`src/rtl/camera_pattern_tx.sv`:
```
// Camera-style test pattern source: emits FVAL/LVAL/12-bit data framing at clk/2 with
// selectable ramp, checkerboard or frame-count patterns.
module camera_pattern_tx #(
  parameter int unsigned H_ACTIVE = 640,
  parameter int unsigned V_ACTIVE = 480,
  parameter int unsigned H_BLANK  = 64,
  parameter int unsigned FV_LEAD  = 16,
  parameter int unsigned FV_TRAIL = 16,
  parameter int unsigned V_BLANK  = 1024
) (
  input  logic        clk,
  input  logic        reset_n,
  input  logic        enable,
  input  logic [1:0]  mode,
  output logic        pixclk,
  output logic        fval,
  output logic        lval,
  output logic [11:0] d,
  output logic        busy,
  output logic        frame_done,
  output logic [15:0] frame_cnt
);

  localparam logic [31:0] LeadLast  = 32'(FV_LEAD - 1);
  localparam logic [31:0] HbLast    = 32'(H_BLANK - 1);
  localparam logic [31:0] TrailLast = 32'(FV_TRAIL - 1);
  localparam logic [31:0] VbLast    = 32'(V_BLANK - 1);
  localparam logic [15:0] XLast     = 16'(H_ACTIVE - 1);
  localparam logic [15:0] YLast     = 16'(V_ACTIVE - 1);

  typedef enum logic [2:0] {StIdle, StLead, StLine, StHblank, StTrail, StVblank} state_e;

  state_e      state_q, state_d;
  logic        pix_q;
  logic [31:0] cnt_q, cnt_d;
  logic [15:0] x_q, x_d, y_q, y_d;
  logic [1:0]  mode_q, mode_d;
  logic        fval_q, fval_d, lval_q, lval_d;
  logic [11:0] d_q, d_d;
  logic        busy_q, busy_d, done_q, done_d;
  logic [15:0] fcnt_q, fcnt_d;

  function automatic logic [11:0] pattern(input logic [1:0]  m,
                                          input logic [15:0] px,
                                          input logic [15:0] py,
                                          input logic [15:0] fc);
    case (m)
      2'd0:    pattern = px[11:0];
      2'd1:    pattern = py[11:0];
      2'd2:    pattern = (px[3] ^ py[3]) ? 12'hFFF : 12'h000;
      default: pattern = {4'h0, fc[7:0]};
    endcase
  endfunction

  always_comb begin
    state_d = state_q;
    cnt_d   = cnt_q;
    x_d     = x_q;
    y_d     = y_q;
    mode_d  = mode_q;
    fval_d  = fval_q;
    lval_d  = lval_q;
    d_d     = d_q;
    done_d  = 1'b0;
    fcnt_d  = fcnt_q;
    // pix_q high means this edge drives pixclk low: the only edge on which framing moves
    if (pix_q) begin
      unique case (state_q)
        StIdle: begin
          if (enable) begin
            state_d = StLead;
            mode_d  = mode;
            fval_d  = 1'b1;
            cnt_d   = '0;
            x_d     = '0;
            y_d     = '0;
          end
        end
        StLead: begin
          if (cnt_q == LeadLast) begin
            state_d = StLine;
            lval_d  = 1'b1;
            x_d     = '0;
            d_d     = pattern(mode_q, 16'd0, y_q, fcnt_q);
          end else begin
            cnt_d = cnt_q + 32'd1;
          end
        end
        StLine: begin
          if (x_q == XLast) begin
            lval_d  = 1'b0;
            d_d     = '0;
            cnt_d   = '0;
            state_d = (y_q == YLast) ? StTrail : StHblank;
          end else begin
            x_d = x_q + 16'd1;
            d_d = pattern(mode_q, x_q + 16'd1, y_q, fcnt_q);
          end
        end
        StHblank: begin
          if (cnt_q == HbLast) begin
            state_d = StLine;
            lval_d  = 1'b1;
            x_d     = '0;
            y_d     = y_q + 16'd1;
            d_d     = pattern(mode_q, 16'd0, y_q + 16'd1, fcnt_q);
          end else begin
            cnt_d = cnt_q + 32'd1;
          end
        end
        StTrail: begin
          if (cnt_q == TrailLast) begin
            state_d = StVblank;
            fval_d  = 1'b0;
            done_d  = 1'b1;
            fcnt_d  = fcnt_q + 16'd1;
            cnt_d   = '0;
          end else begin
            cnt_d = cnt_q + 32'd1;
          end
        end
        StVblank: begin
          if (cnt_q == VbLast) begin
            if (enable) begin
              state_d = StLead;
              mode_d  = mode;
              fval_d  = 1'b1;
              cnt_d   = '0;
              x_d     = '0;
              y_d     = '0;
            end else begin
              state_d = StIdle;
            end
          end else begin
            cnt_d = cnt_q + 32'd1;
          end
        end
        default: state_d = StIdle;
      endcase
    end
    busy_d = (state_d != StIdle);
  end

  always_ff @(posedge clk or negedge reset_n) begin
    if (!reset_n) begin
      state_q <= StIdle;
      pix_q   <= 1'b0;
      cnt_q   <= '0;
      x_q     <= '0;
      y_q     <= '0;
      mode_q  <= '0;
      fval_q  <= 1'b0;
      lval_q  <= 1'b0;
      d_q     <= '0;
      busy_q  <= 1'b0;
      done_q  <= 1'b0;
      fcnt_q  <= '0;
    end else begin
      state_q <= state_d;
      pix_q   <= ~pix_q;
      cnt_q   <= cnt_d;
      x_q     <= x_d;
      y_q     <= y_d;
      mode_q  <= mode_d;
      fval_q  <= fval_d;
      lval_q  <= lval_d;
      d_q     <= d_d;
      busy_q  <= busy_d;
      done_q  <= done_d;
      fcnt_q  <= fcnt_d;
    end
  end

  assign pixclk     = pix_q;
  assign fval       = fval_q;
  assign lval       = lval_q;
  assign d          = d_q;
  assign busy       = busy_q;
  assign frame_done = done_q;
  assign frame_cnt  = fcnt_q;

endmodule

```
`config.mk`:
```
export PLATFORM = sky130hd
export DESIGN_NAME = camera_pattern_tx
export DESIGN_NICKNAME = d
export VERILOG_FILES = /design/src/rtl/camera_pattern_tx.sv
export SDC_FILE = /design/constraint.sdc
export NUM_CORES = 1
export LEC_CHECK = 0
export CORE_MARGIN = 2
export CORE_UTILIZATION = 55
export CTS_CLUSTER_SIZE = 20
export DETAILED_ROUTE_END_ITERATION = 12
export GPL_ROUTABILITY_DRIVEN = 0
export PLACE_DENSITY = 0.73
export SKIP_CTS_REPAIR_TIMING = 1
export SYNTH_ARGS = -nofsm -noshare
export SYNTH_HDL_FRONTEND = slang
export SYNTH_SLANG_ARGS = --single-unit
```
`constraint.sdc`:
```
create_clock -name clk -period 2.7 [get_ports clk]
set_clock_uncertainty 0.1 [all_clocks]
set_input_delay 0.54 -clock clk [delete_from_list [all_inputs] [get_ports clk]]
set_output_delay 0.54 -clock clk [all_outputs]
set_load 0.01 [all_outputs]
```
==> out/metrics.json, run 1 <==
{
  "drtPass1Iterations": {"value": 6},
  "tritoncts_num_sinks": {"value": 102},
  "ys_seq_area_share": {"value": 38.1, "unit": "%"},
  "grt-ovfl-total": {"value": 0},
  "syn_to_final_growth": {"value": 20.4, "unit": "%"},
  "groute.usage.overall": {"value": 30.5, "unit": "%"},
  "htree_levels": {"value": 3},
  "synth_async_sr_flop_share": {"value": 100, "unit": "%"},
  "floorplan.io_pins": {"value": 38},
  "multi_input_comb_area": {"value": 3950, "unit": "um2"},
  "dominantRegCellSynth": {"value": "dfrtp_1"},
  "static-leakage-power": {"value": 0.00352, "unit": "uW"},
  "cp-startpoint": {"value": "cnt_q[4]"},
  "routed_wirelength": {"value": 19400, "unit": "um"},
  "pre_cts_ws": {"value": -0.0469, "unit": "ns"},
  "grt_setup_unrepaired": {"value": "true"},
  "place_hpwl": {"value": 13800, "unit": "um"},
  "sort_of_element_at_the_end_of_the_critical_path": {"value": "flip-flop"},
  "cts-buffers-inserted": {"value": 9},
  "die-width": {"value": 114, "unit": "um"},
  "number_of_library_cell_types_mapped_by_synthesis": {"value": 78},
  "vdd.ir_drop.worst": {"value": 0.000357, "unit": "V"},
  "setup_viol_count_final": {"value": 0},
  "start_util": {"value": 56.0, "unit": "%"},
  "cts_tree": {"value": "built"},
  "synth-seq-cells": {"value": 102},
  "postSynthNetCount": {"value": 787},
  "crit_path_max_fanout": {"value": 3},
  "nNetsFinal": {"value": 863},
  "start_kind": {"value": "flip-flop"},
  "synthesized_cell_area": {"value": 6700, "unit": "um2"},
  "worst-endpoint-arrival": {"value": 2.87, "unit": "ns"},
  "ys_warns": {"value": 0},
  "timing.final.hold_violations": {"value": 0},
  "detail_route.iter0.violations": {"value": 776},
  "timing.hold.worst.class": {"value": "in -> async"},
  "port_buffers": {"value": 37},
  "seq_area": {"value": 2550, "unit": "um2"},
  "drt-vias-per-instance": {"value": 6.68},
  "number_of_diodes_added_for_antenna_fixing": {"value": 0},
  "route.antenna.remaining_nets": {"value": 0},
  "finalCritPeriodShare": {"value": 99.1, "unit": "%"},
  "initial_antenna_violation_count": {"value": 0},
  "finish.utilization": {"value": 67.5, "unit": "%"},
  "number_of_enable_type_register_cells_in_the_synthesized_netlist": {"value": 0},
  "maxSlewViolCount": {"value": 0},
  "maximum_number_of_pins_on_one_net_before_global_route_repair": {"value": 47},
  "clock_insertion_delay_worst_skew": {"value": 0.36, "unit": "ns"},
  "run_status": {"value": "completed"},
  "power-per-cell-area": {"value": 350, "unit": "nW/um2"},
  "core.rowCount": {"value": 40},
  "core_area": {"value": 12000, "unit": "um2"},
  "post-route-drc-count": {"value": 0},
  "root_buffer": {"value": "clkbuf_16"},
  "layout.cells.most_common_list": {"value": "dfrtp_1, buf_4, nand2_1"},
  "max-slew-margin-rel": {"value": 36.7, "unit": "%"},
  "detailroute.via_count": {"value": 6709},
  "worst_slack": {"value": 0.0256, "unit": "ns"},
  "worst-setup-path-type": {"value": "reg -> reg"},
  "grt_pass1_wl": {"value": 31900, "unit": "um"},
  "reg2reg_depth": {"value": 7},
  "layout_min_cycle_time": {"value": 2.67, "unit": "ns"},
  "drive_gt1_share": {"value": 16.9, "unit": "%"},
  "final_common_cell": {"value": "dfrtp_1"},
  "max_freq": {"value": 374, "unit": "MHz"},
  "die_area": {"value": 13100, "unit": "um2"},
  "timing.rr.start": {"value": "cnt_q[4]"},
  "die_h": {"value": 114, "unit": "um"},
  "syn-mean-instance-area": {"value": 8.61, "unit": "um2"},
  "fillers": {"value": 999},
  "drv.max_cap_violation_count": {"value": 0},
  "cp_data_required_time": {"value": 2.89, "unit": "ns"},
  "timing_worst_slew_pin_value": {"value": 0.945, "unit": "ns"},
  "clock_tree.buffer_depth": {"value": 2},
  "route.detailed.wl_per_inst": {"value": 19.3, "unit": "um"},
  "first_global_vias": {"value": 6405},
  "path_clk_slew": {"value": 0.08, "unit": "ns"},
  "instance_count_of_the_mapped_netlist": {"value": 778}
}
-- cells by family (layout without fill, tap and decap cells) --
logic type                 Yosys count  count (layout)  share of synthesized area [%]
buffers and inverters               70             150                           4.14
and+or+nand+nor                    361             361                           29.2
muxes                               16              16                           2.58
adders and majority gates            6               6                           1.05
DFF                                102             102                           38.1
AOI/OAI and AO/OA                  193             193                           20.9
xor gates and xnor gates            30              30                           4.13
-- final cells by class --
class                   instances  share of cell area [%]
multi-input cells             606                    48.9
clock inverters                 6                   0.558
flip-flops and latches        102                    31.6
inverters                      13                   0.605
repair buffers                122                    13.2
well taps                     147                    2.28
clock buffers                   9                    2.79
-- flip-flops by register name, indices dropped and copies added (netlist names) --
register,count
cnt_q,32
x_q,16
frame_done,1
state_q,3
pixclk,1
busy,1
frame_cnt,16
d,12
mode_q,2
y_q,16
fval,1
lval,1
-- metrics by stage --
step	power [uW]	hold WS (ns)	instance area [um2]	TNS [ns]	cells
global route	2910	0.0363	8070	-0.0917	1005
global placement	1600	0.361	7710	0	988
detailed placement	1600	0.356	7710	-0.133	988
finish	2820	0.00578	8070	0	1005
CTS	2840	0.0122	7990	-0.201	1003
floorplan	1560	0.144	6700	0	778
-- metal layers --
metal | track usage [%] | vias up | wire length [um]
met3 | 5.77 | 47 | 1430
met2 | 49.7 | 315 | 9260
met4 | 11.5 | 0 | 485
li1 | - | 3104 | -
met1 | 40.5 | 3243 | 8180
met5 | 0 | - | 0
-- synthesized netlist by cell type, types with 17 or more instances --
cell type    n  area (um2)
clkbuf_1    44         165
nand3_1     33         165
xnor2_1     19         166
nand4_1     23         144
nor3_1      18        90.1
a21oi_1     35         175
nor2_1      57         214
a31oi_1     22         138
nor4_1      37         231
nand2_1     80         300
nand2b_1    17         106
dfrtp_1    102        2550
o21ai_0     33         165
and3_1      43         269
-- final timing paths --
| kind | end | slack (ns) |
|---|---|---|
| setup / recovery | y_q[13] | 0.03 |
| hold / removal | pixclk | 0.006 |
| setup reg to reg | y_q[13] | 0.03 |
| hold reg to reg | frame_cnt[15] | 0.37 |
| max in group asynchronous | cnt_q[30] | 1.78 |
| min in group clk | frame_cnt[15] | 0.37 |
-- report_power, final --
group | switching [uW] | internal (uW)
Combinational | 32.9 | 9.85
Sequential | 0 | 1530
Clock | 625 | 630
-- critical path, stage by stage (launching register included) --
cell and delay, ns:
dfrtp_1 0.40, or4bb_1 0.50, or4_4 0.56, o21ai_4 0.20, buf_4 0.14, nand4_1 0.12
or4_1 0.44, a21oi_2 0.15
(Power assumes the default switching activity.)
==> run 2, diff against run 1 <==
- ABC_CLOCK_PERIOD_IN_PS: not set -> 2700
- SKIP_CTS_REPAIR_TIMING: 1 -> not set
==> run 2 against run 1 <==
Effect of this change: combinational power hardly changed; sequential power hardly changed; fmax is 0.25% lower; first-iteration DRC count is 3.7% higher; final cell count stayed put; count of clock-buffer cells in the layout stayed put; die area stayed put; sequential share of layout area stayed put; non-clock buffer count stayed put; hold slack better by 0.0019 ns; critical path depth stayed put; wire length is 0.23% lower; critical path type unchanged; largest power group unchanged.
==> out/metrics.json, run 2 (synthesis results as in run 1) <==
{
  "route.antenna.remaining_nets": {"value": 0, "change": "unchanged"},
  "worst-setup-path-type": {"value": "reg -> reg", "change": "unchanged"},
  "port_buffers": {"value": 37, "change": "unchanged"},
  "crit_path_max_fanout": {"value": 3, "change": "unchanged"},
  "finish.utilization": {"value": 67.5, "unit": "%", "change": "unchanged"},
  "number_of_flip_flops_in_the_largest_register": {"value": 32, "change": "unchanged"},
  "place_hpwl": {"value": 13800, "unit": "um", "change": "unchanged"},
  "layout_min_cycle_time": {"value": 2.68, "unit": "ns", "change": "was 2.67 ns"},
  "tritoncts_num_sinks": {"value": 102, "change": "unchanged"},
  "setup_viol_count_final": {"value": 0, "change": "unchanged"},
  "core.rowCount": {"value": 40, "change": "unchanged"},
  "cp_num_buf_inv": {"value": 1, "change": "unchanged"},
  "root_buffer": {"value": "clkbuf_16", "change": "unchanged"},
  "reg2reg_depth": {"value": 7, "change": "unchanged"},
  "worst_r2r_endpoint": {"value": "y_q[13]", "change": "unchanged"},
  "initial_antenna_violation_count": {"value": 0, "change": "unchanged"},
  "die-width": {"value": 114, "unit": "um", "change": "unchanged"},
  "nNetsFinal": {"value": 863, "change": "unchanged"},
  "htree_levels": {"value": 3, "change": "unchanged"},
  "critical_path.cell_chain": {"value": "or4bb_1 -> or4_4 -> o21ai_4 -> buf_4 -> nand4_1 -> or4_1 -> a21oi_2", "change": "unchanged"},
  "final_common_cell": {"value": "dfrtp_1", "change": "unchanged"},
  "core_area": {"value": 12000, "unit": "um2", "change": "unchanged"},
  "start_kind": {"value": "flip-flop", "change": "unchanged"},
  "cp_data_required_time": {"value": 2.89, "unit": "ns", "change": "about the same"},
  "timing.rr.start": {"value": "cnt_q[4]", "change": "unchanged"},
  "timing.critical_path.max_delay_family": {"value": "simple AND/OR/NAND/NOR gates", "change": "unchanged"},
  "post-route-drc-count": {"value": 0, "change": "unchanged"},
  "cts-hold-fix-buffers": {"value": 0},
  "maxSlewViolCount": {"value": 0, "change": "unchanged"},
  "route.detailed.wl_per_inst": {"value": 19.2, "unit": "um", "change": "was 19.3 um"},
  "drt-vias-per-instance": {"value": 6.71, "change": "was 6.68"},
  "groute.usage.overall": {"value": 30.5, "unit": "%", "change": "about the same"},
  "floorplan.io_pins": {"value": 38, "change": "unchanged"},
  "timing_worst_slew_pin_value": {"value": 0.939, "unit": "ns", "change": "was 0.945 ns"},
  "grt-ovfl-total": {"value": 0, "change": "unchanged"},
  "clock_insertion_delay_worst_skew": {"value": 0.36, "unit": "ns", "change": "about the same"},
  "start_util": {"value": 56.0, "unit": "%", "change": "unchanged"},
  "fin_total_pwr": {"value": 2820, "unit": "uW", "change": "about the same"},
  "die_area": {"value": 13100, "unit": "um2", "change": "unchanged"},
  "delay_of_the_slowest_cell_on_the_worst_path": {"value": 0.56, "unit": "ns", "change": "about the same"},
  "run_status": {"value": "completed", "change": "unchanged"},
  "drtPass1Iterations": {"value": 6, "change": "unchanged"},
  "max_freq": {"value": 373, "unit": "MHz", "change": "was 374 MHz"},
  "critPathSlowestCell": {"value": "or4_4", "change": "unchanged"},
  "max-slew-margin-rel": {"value": 37.1, "unit": "%", "change": "was 36.7%"},
  "grt_pass1_wl": {"value": 31900, "unit": "um", "change": "about the same"},
  "layout.cells.most_common_list": {"value": "dfrtp_1, buf_4, nand2_1", "change": "unchanged"},
  "finalCritPeriodShare": {"value": 99.3, "unit": "%", "change": "was 99.1%"},
  "routed_wirelength": {"value": 19300, "unit": "um", "change": "was 19400 um"},
  "sort_of_element_at_the_end_of_the_critical_path": {"value": "flip-flop", "change": "unchanged"},
  "power-per-cell-area": {"value": 349, "unit": "nW/um2", "change": "was 350 nW/um2"},
  "maximum_number_of_pins_on_one_net_before_global_route_repair": {"value": 47, "change": "unchanged"},
  "largest-register": {"value": "cnt_q", "change": "unchanged"},
  "first_global_vias": {"value": 6407, "change": "was 6405"},
  "die_h": {"value": 114, "unit": "um", "change": "unchanged"},
  "ff2ff_setup_slack": {"value": 0.02, "unit": "ns", "change": "was 0.03 ns"},
  "worst-endpoint-arrival": {"value": 2.87, "unit": "ns", "change": "about the same"},
  "clock_tree.buffer_depth": {"value": 2, "change": "unchanged"},
  "number_of_diodes_added_for_antenna_fixing": {"value": 0, "change": "unchanged"},
  "timing.final.hold_violations": {"value": 0, "change": "unchanged"},
  "vdd.ir_drop.worst": {"value": 0.000358, "unit": "V", "change": "was 0.000357 V"},
  "detailroute.via_count": {"value": 6745, "change": "was 6709"},
  "drive_gt1_share": {"value": 16.9, "unit": "%", "change": "unchanged"},
  "static-leakage-power": {"value": 0.00352, "unit": "uW", "change": "unchanged"},
  "detail_route.iter0.violations": {"value": 805, "change": "was 776"},
  "syn_to_final_growth": {"value": 20.4, "unit": "%", "change": "unchanged"},
  "grt_setup_unrepaired": {"value": "true", "change": "unchanged"},
  "path_clk_slew": {"value": 0.08, "unit": "ns", "change": "about the same"},
  "cts-buffers-inserted": {"value": 9, "change": "unchanged"},
  "drv.max_cap_violation_count": {"value": 0, "change": "unchanged"},
  "timing.hold.worst.class": {"value": "in -> async", "change": "unchanged"},
  "cts_tree": {"value": "built", "change": "unchanged"},
  "tns": {"value": 0, "unit": "ns", "change": "unchanged"}
}
==> run 2: cell counts in the layout (fill, tap and decap cells not counted) <==
No cell type changed its count.
==> run 2: worst max path at each step <==
stage / from / to / slack [ns] / cells past startpoint
floorplan: cnt_q[14] / x_q[8] / 0.008 / 7
global placement: cnt_q[14] / x_q[8] / 0.03 / 6
detailed placement: cnt_q[14] / x_q[15] / -0.05 / 6
CTS: cnt_q[0] / y_q[13] / 0.004 / 9
global route: cnt_q[0] / y_q[13] / -0.07 / 9
finish: cnt_q[4] / y_q[13] / 0.02 / 7
==> run 2: worst reg2reg max path: stages, from the launching register on <==
cell and delay (ns):
dfrtp_1 0.40, or4bb_1 0.50, or4_4 0.56, o21ai_4 0.20, buf_4 0.14, nand4_1 0.13, or4_1 0.44, a21oi_2 0.15
==> run 2: routing by layer <==
metal	up-vias	global-route usage (%)	share of wire, %
met5	-	0	0
met4	0	11.6	2.7
li1	3097	-	-
met3	50	5.93	7.5
met1	3256	40.4	42
met2	342	49.7	48
==> run 2: repair_timing <==
item                                    in CTS  in global routing
endpoints found under the setup margin       5                 56
gates resized for setup                      3                 15
setup buffers                                0                  2
pin swaps                                    2                  0
==> run 2: metrics by stage <==
stage	hold WS, ns	setup WS [ns]	area (um2)	std cells
final	0.00767	0.0190	8070	1005
after global routing	0.0363	-0.0740	8070	1005
after CTS	0.0122	0.00445	7990	1003
after detailed placement	0.356	-0.0469	7710	988
after global placement	0.361	0.0271	7710	988
after floorplan	0.144	0.00838	6700	778
==> run 2: cell type report <==
class	count	area [um2]
Clock inverter	6	45.0
Sequential cell	102	2550
Fill cell	1000	3890
Multi-Input combinational cell	606	3950
Timing Repair Buffer	122	1070
Tap cell	147	184
Clock buffer	9	225
Inverter	13	48.8
==> run 2: power by group <==
group          switching [uW]  internal (uW)  leakage [uW]
combinational            32.9           9.85       0.00205
sequential                  0           1530       0.00133
clock                     620            629      0.000136
total                     653           2170       0.00352
==> run 3, diff against run 2 <==
- HOLD_SLACK_MARGIN: not set -> 0.15
==> run 3 against run 2 <==
Effect of this change: sequential share of layout area about the same; flip-flop and latch count unchanged; fmax up 0.26%; sequential power about the same; power up 0.15%; utilization up 0.084 points; register-to-register slack about the same; wire length up 0.31%; highest routed layer unchanged.
==> out/metrics.json, run 3 (synthesis results as in run 1) <==
{
  "route.antenna.remaining_nets": {"value": 0, "change": "unchanged"},
  "static-leakage-power": {"value": 0.00352, "unit": "uW", "change": "about the same"},
  "nNetsFinal": {"value": 864, "change": "was 863"},
  "largest-register": {"value": "cnt_q", "change": "unchanged"},
  "setup_viol_count_final": {"value": 0, "change": "unchanged"},
  "route.top_layer_used": {"value": "met4", "change": "unchanged"},
  "drv.max_cap_violation_count": {"value": 0, "change": "unchanged"},
  "dr_wl_met2": {"value": 9290, "unit": "um", "change": "was 9260 um"},
  "post-route-drc-count": {"value": 0, "change": "unchanged"},
  "grt_pass1_wl": {"value": 31900, "unit": "um", "change": "unchanged"},
  "fin_worst_hold_slack": {"value": 0.373, "unit": "ns", "change": "was 0.00767 ns"},
  "die-width": {"value": 114, "unit": "um", "change": "unchanged"},
  "finish.utilization": {"value": 67.6, "unit": "%", "change": "was 67.5%"},
  "wirelength_met1": {"value": 8170, "unit": "um", "change": "was 8080 um"},
  "core.rowCount": {"value": 40, "change": "unchanged"},
  "fillers": {"value": 999, "change": "was 1000"},
  "grt_setup_unrepaired": {"value": "true", "change": "unchanged"},
  "route.detailed.wl_per_inst": {"value": 19.3, "unit": "um", "change": "was 19.2 um"},
  "number_of_flip_flops_in_the_largest_register": {"value": 32, "change": "unchanged"},
  "timing.hold.worst.class": {"value": "reg -> reg", "change": "was in -> async"},
  "start_util": {"value": 56.0, "unit": "%", "change": "unchanged"},
  "timing_worst_slew_pin_value": {"value": 0.916, "unit": "ns", "change": "was 0.939 ns"},
  "cts-buffers-inserted": {"value": 9, "change": "unchanged"},
  "cts_tree": {"value": "built", "change": "unchanged"},
  "cp_data_required_time": {"value": 2.89, "unit": "ns", "change": "about the same"},
  "worst-endpoint-arrival": {"value": 2.86, "unit": "ns", "change": "was 2.87 ns"},
  "timing.final.hold_violations": {"value": 0, "change": "unchanged"},
  "start_kind": {"value": "flip-flop", "change": "unchanged"},
  "place_hpwl": {"value": 13800, "unit": "um", "change": "unchanged"},
  "number_of_diodes_added_for_antenna_fixing": {"value": 0, "change": "unchanged"},
  "delay_of_the_slowest_cell_on_the_worst_path": {"value": 0.56, "unit": "ns", "change": "about the same"},
  "clock_tree.buffer_depth": {"value": 2, "change": "unchanged"},
  "core_area": {"value": 12000, "unit": "um2", "change": "unchanged"},
  "run_status": {"value": "completed", "change": "unchanged"},
  "layout.cells.most_common_list": {"value": "dfrtp_1, buf_4, nand2_1", "change": "unchanged"},
  "initial_antenna_violation_count": {"value": 0, "change": "unchanged"},
  "drtPass1Iterations": {"value": 5, "change": "was 6"},
  "grt-ovfl-total": {"value": 0, "change": "unchanged"},
  "crit_path_max_fanout": {"value": 3, "change": "unchanged"},
  "die_area": {"value": 13100, "unit": "um2", "change": "unchanged"},
  "syn_to_final_growth": {"value": 20.6, "unit": "%", "change": "was 20.4%"},
  "finalCritPeriodShare": {"value": 99.0, "unit": "%", "change": "was 99.3%"},
  "layout_min_cycle_time": {"value": 2.67, "unit": "ns", "change": "was 2.68 ns"},
  "drt-vias-per-instance": {"value": 6.66, "change": "was 6.71"},
  "maxSlewViolCount": {"value": 0, "change": "unchanged"},
  "max_freq": {"value": 374, "unit": "MHz", "change": "was 373 MHz"},
  "die_h": {"value": 114, "unit": "um", "change": "unchanged"},
  "htree_levels": {"value": 3, "change": "unchanged"},
  "detailroute.via_count": {"value": 6698, "change": "was 6745"},
  "port_buffers": {"value": 37, "change": "unchanged"},
  "critical_path.cell_chain": {"value": "or4bb_1 -> or4_4 -> o21ai_4 -> buf_4 -> nand4_1 -> or4_1 -> a21oi_2", "change": "unchanged"},
  "worst-setup-path-type": {"value": "reg -> reg", "change": "unchanged"},
  "clock_insertion_delay_worst_skew": {"value": 0.36, "unit": "ns", "change": "about the same"},
  "sort_of_element_at_the_end_of_the_critical_path": {"value": "flip-flop", "change": "unchanged"},
  "drive_gt1_share": {"value": 16.9, "unit": "%", "change": "about the same"},
  "critPathSlowestCell": {"value": "or4_4", "change": "unchanged"},
  "detail_route.iter0.violations": {"value": 785, "change": "was 805"},
  "power-per-cell-area": {"value": 349, "unit": "nW/um2", "change": "about the same"},
  "floorplan.io_pins": {"value": 38, "change": "unchanged"},
  "max-slew-margin-rel": {"value": 38.7, "unit": "%", "change": "was 37.1%"},
  "maximum_number_of_pins_on_one_net_before_global_route_repair": {"value": 47, "change": "unchanged"},
  "first_global_vias": {"value": 6407, "change": "unchanged"},
  "path_clk_slew": {"value": 0.07, "unit": "ns", "change": "was 0.08 ns"},
  "final_common_cell": {"value": "dfrtp_1", "change": "unchanged"},
  "amount_of_wire_on_met3_after_detailed_routing": {"value": 1440, "unit": "um", "change": "was 1460 um"},
  "groute.usage.overall": {"value": 30.5, "unit": "%", "change": "unchanged"},
  "vdd.ir_drop.worst": {"value": 0.000356, "unit": "V", "change": "was 0.000358 V"},
  "routed_wirelength": {"value": 19400, "unit": "um", "change": "was 19300 um"},
  "root_buffer": {"value": "clkbuf_16", "change": "unchanged"},
  "tritoncts_num_sinks": {"value": 102, "change": "unchanged"}
}
-- run 3: changes by cell type in the layout (fill, tap and decap cells not counted) --
cell | previous run | this run
dlygate4sd3_1 | 0 | 1
-- run 3: metal layers --
metal  global-route usage [%]  up-vias
met4                     11.6        0
met3                     5.93       41
met2                     49.7      326
met1                     40.4     3228
li1                         -     3103
met5                        0        -
-- run 3: cell type report --
type	instances	area, um2	share of cell area, %
well taps	147	184	2.28
multi-input cells	606	3950	48.8
clock inverters	6	45.0	0.557
clock buffers	9	225	2.79
flip-flops and latches	102	2550	31.6
inverters	13	48.8	0.604
repair buffers	123	1080	13.3
-- run 3: worst max-delay path: cells and delay by family (launching register included) --
| kind | cells | cell delay (ns) |
|---|---|---|
| DFF | 1 | 0.40 |
| AOI/OAI and AO/OA | 2 | 0.35 |
| buffers and inverters | 1 | 0.14 |
| and+or+nand+nor | 4 | 1.62 |
-- run 3: power by group --
part / total [uW] / switching [uW] / leakage, uW / internal, uW
registers: 1530 / 0 / 0.00133 / 1530
clock network: 1250 / 623 / 0.000136 / 629
logic: 43.8 / 33.0 / 0.00206 / 10.8
-- run 3: path summary, 6_finish.rpt --
check	start	to	slack, ns	cells after the start
setup / recovery	cnt_q[4]	y_q[13]	0.03	7
hold / removal	frame_cnt[15]	frame_cnt[15]	0.37	1
setup reg to reg	cnt_q[4]	y_q[13]	0.03	7
hold reg to reg	frame_cnt[15]	frame_cnt[15]	0.37	1
max in group asynchronous	reset_n	cnt_q[30]	1.24	3
min in group asynchronous	reset_n	pixclk	0.55	2
-- run 3: metrics by stage --
stage | power, uW | setup WS [ns] | area [um2] | TNS, ns | instances
CTS | 2840 | 0.00445 | 8000 | 0 | 1004
global route | 2910 | -0.0740 | 8080 | -0.0917 | 1006
floorplan | 1560 | 0.00838 | 6700 | 0 | 778
global placement | 1600 | 0.0271 | 7710 | 0 | 988
detailed placement | 1600 | -0.0469 | 7710 | -0.133 | 988
finish | 2820 | 0.0259 | 8080 | 0 | 1006
-- run 3: what timing repair did --
| action | 4_1_cts | 5_1_grt |
|---|---|---|
| buffers inserted | 0 | 2 |
| resized for setup | 3 | 15 |
| hold buffers | 1 | 0 |
| endpoints found under the setup margin | 5 | 56 |
| pin swaps | 2 | 0 |
| hold endpoints to repair | 28 | 0 |
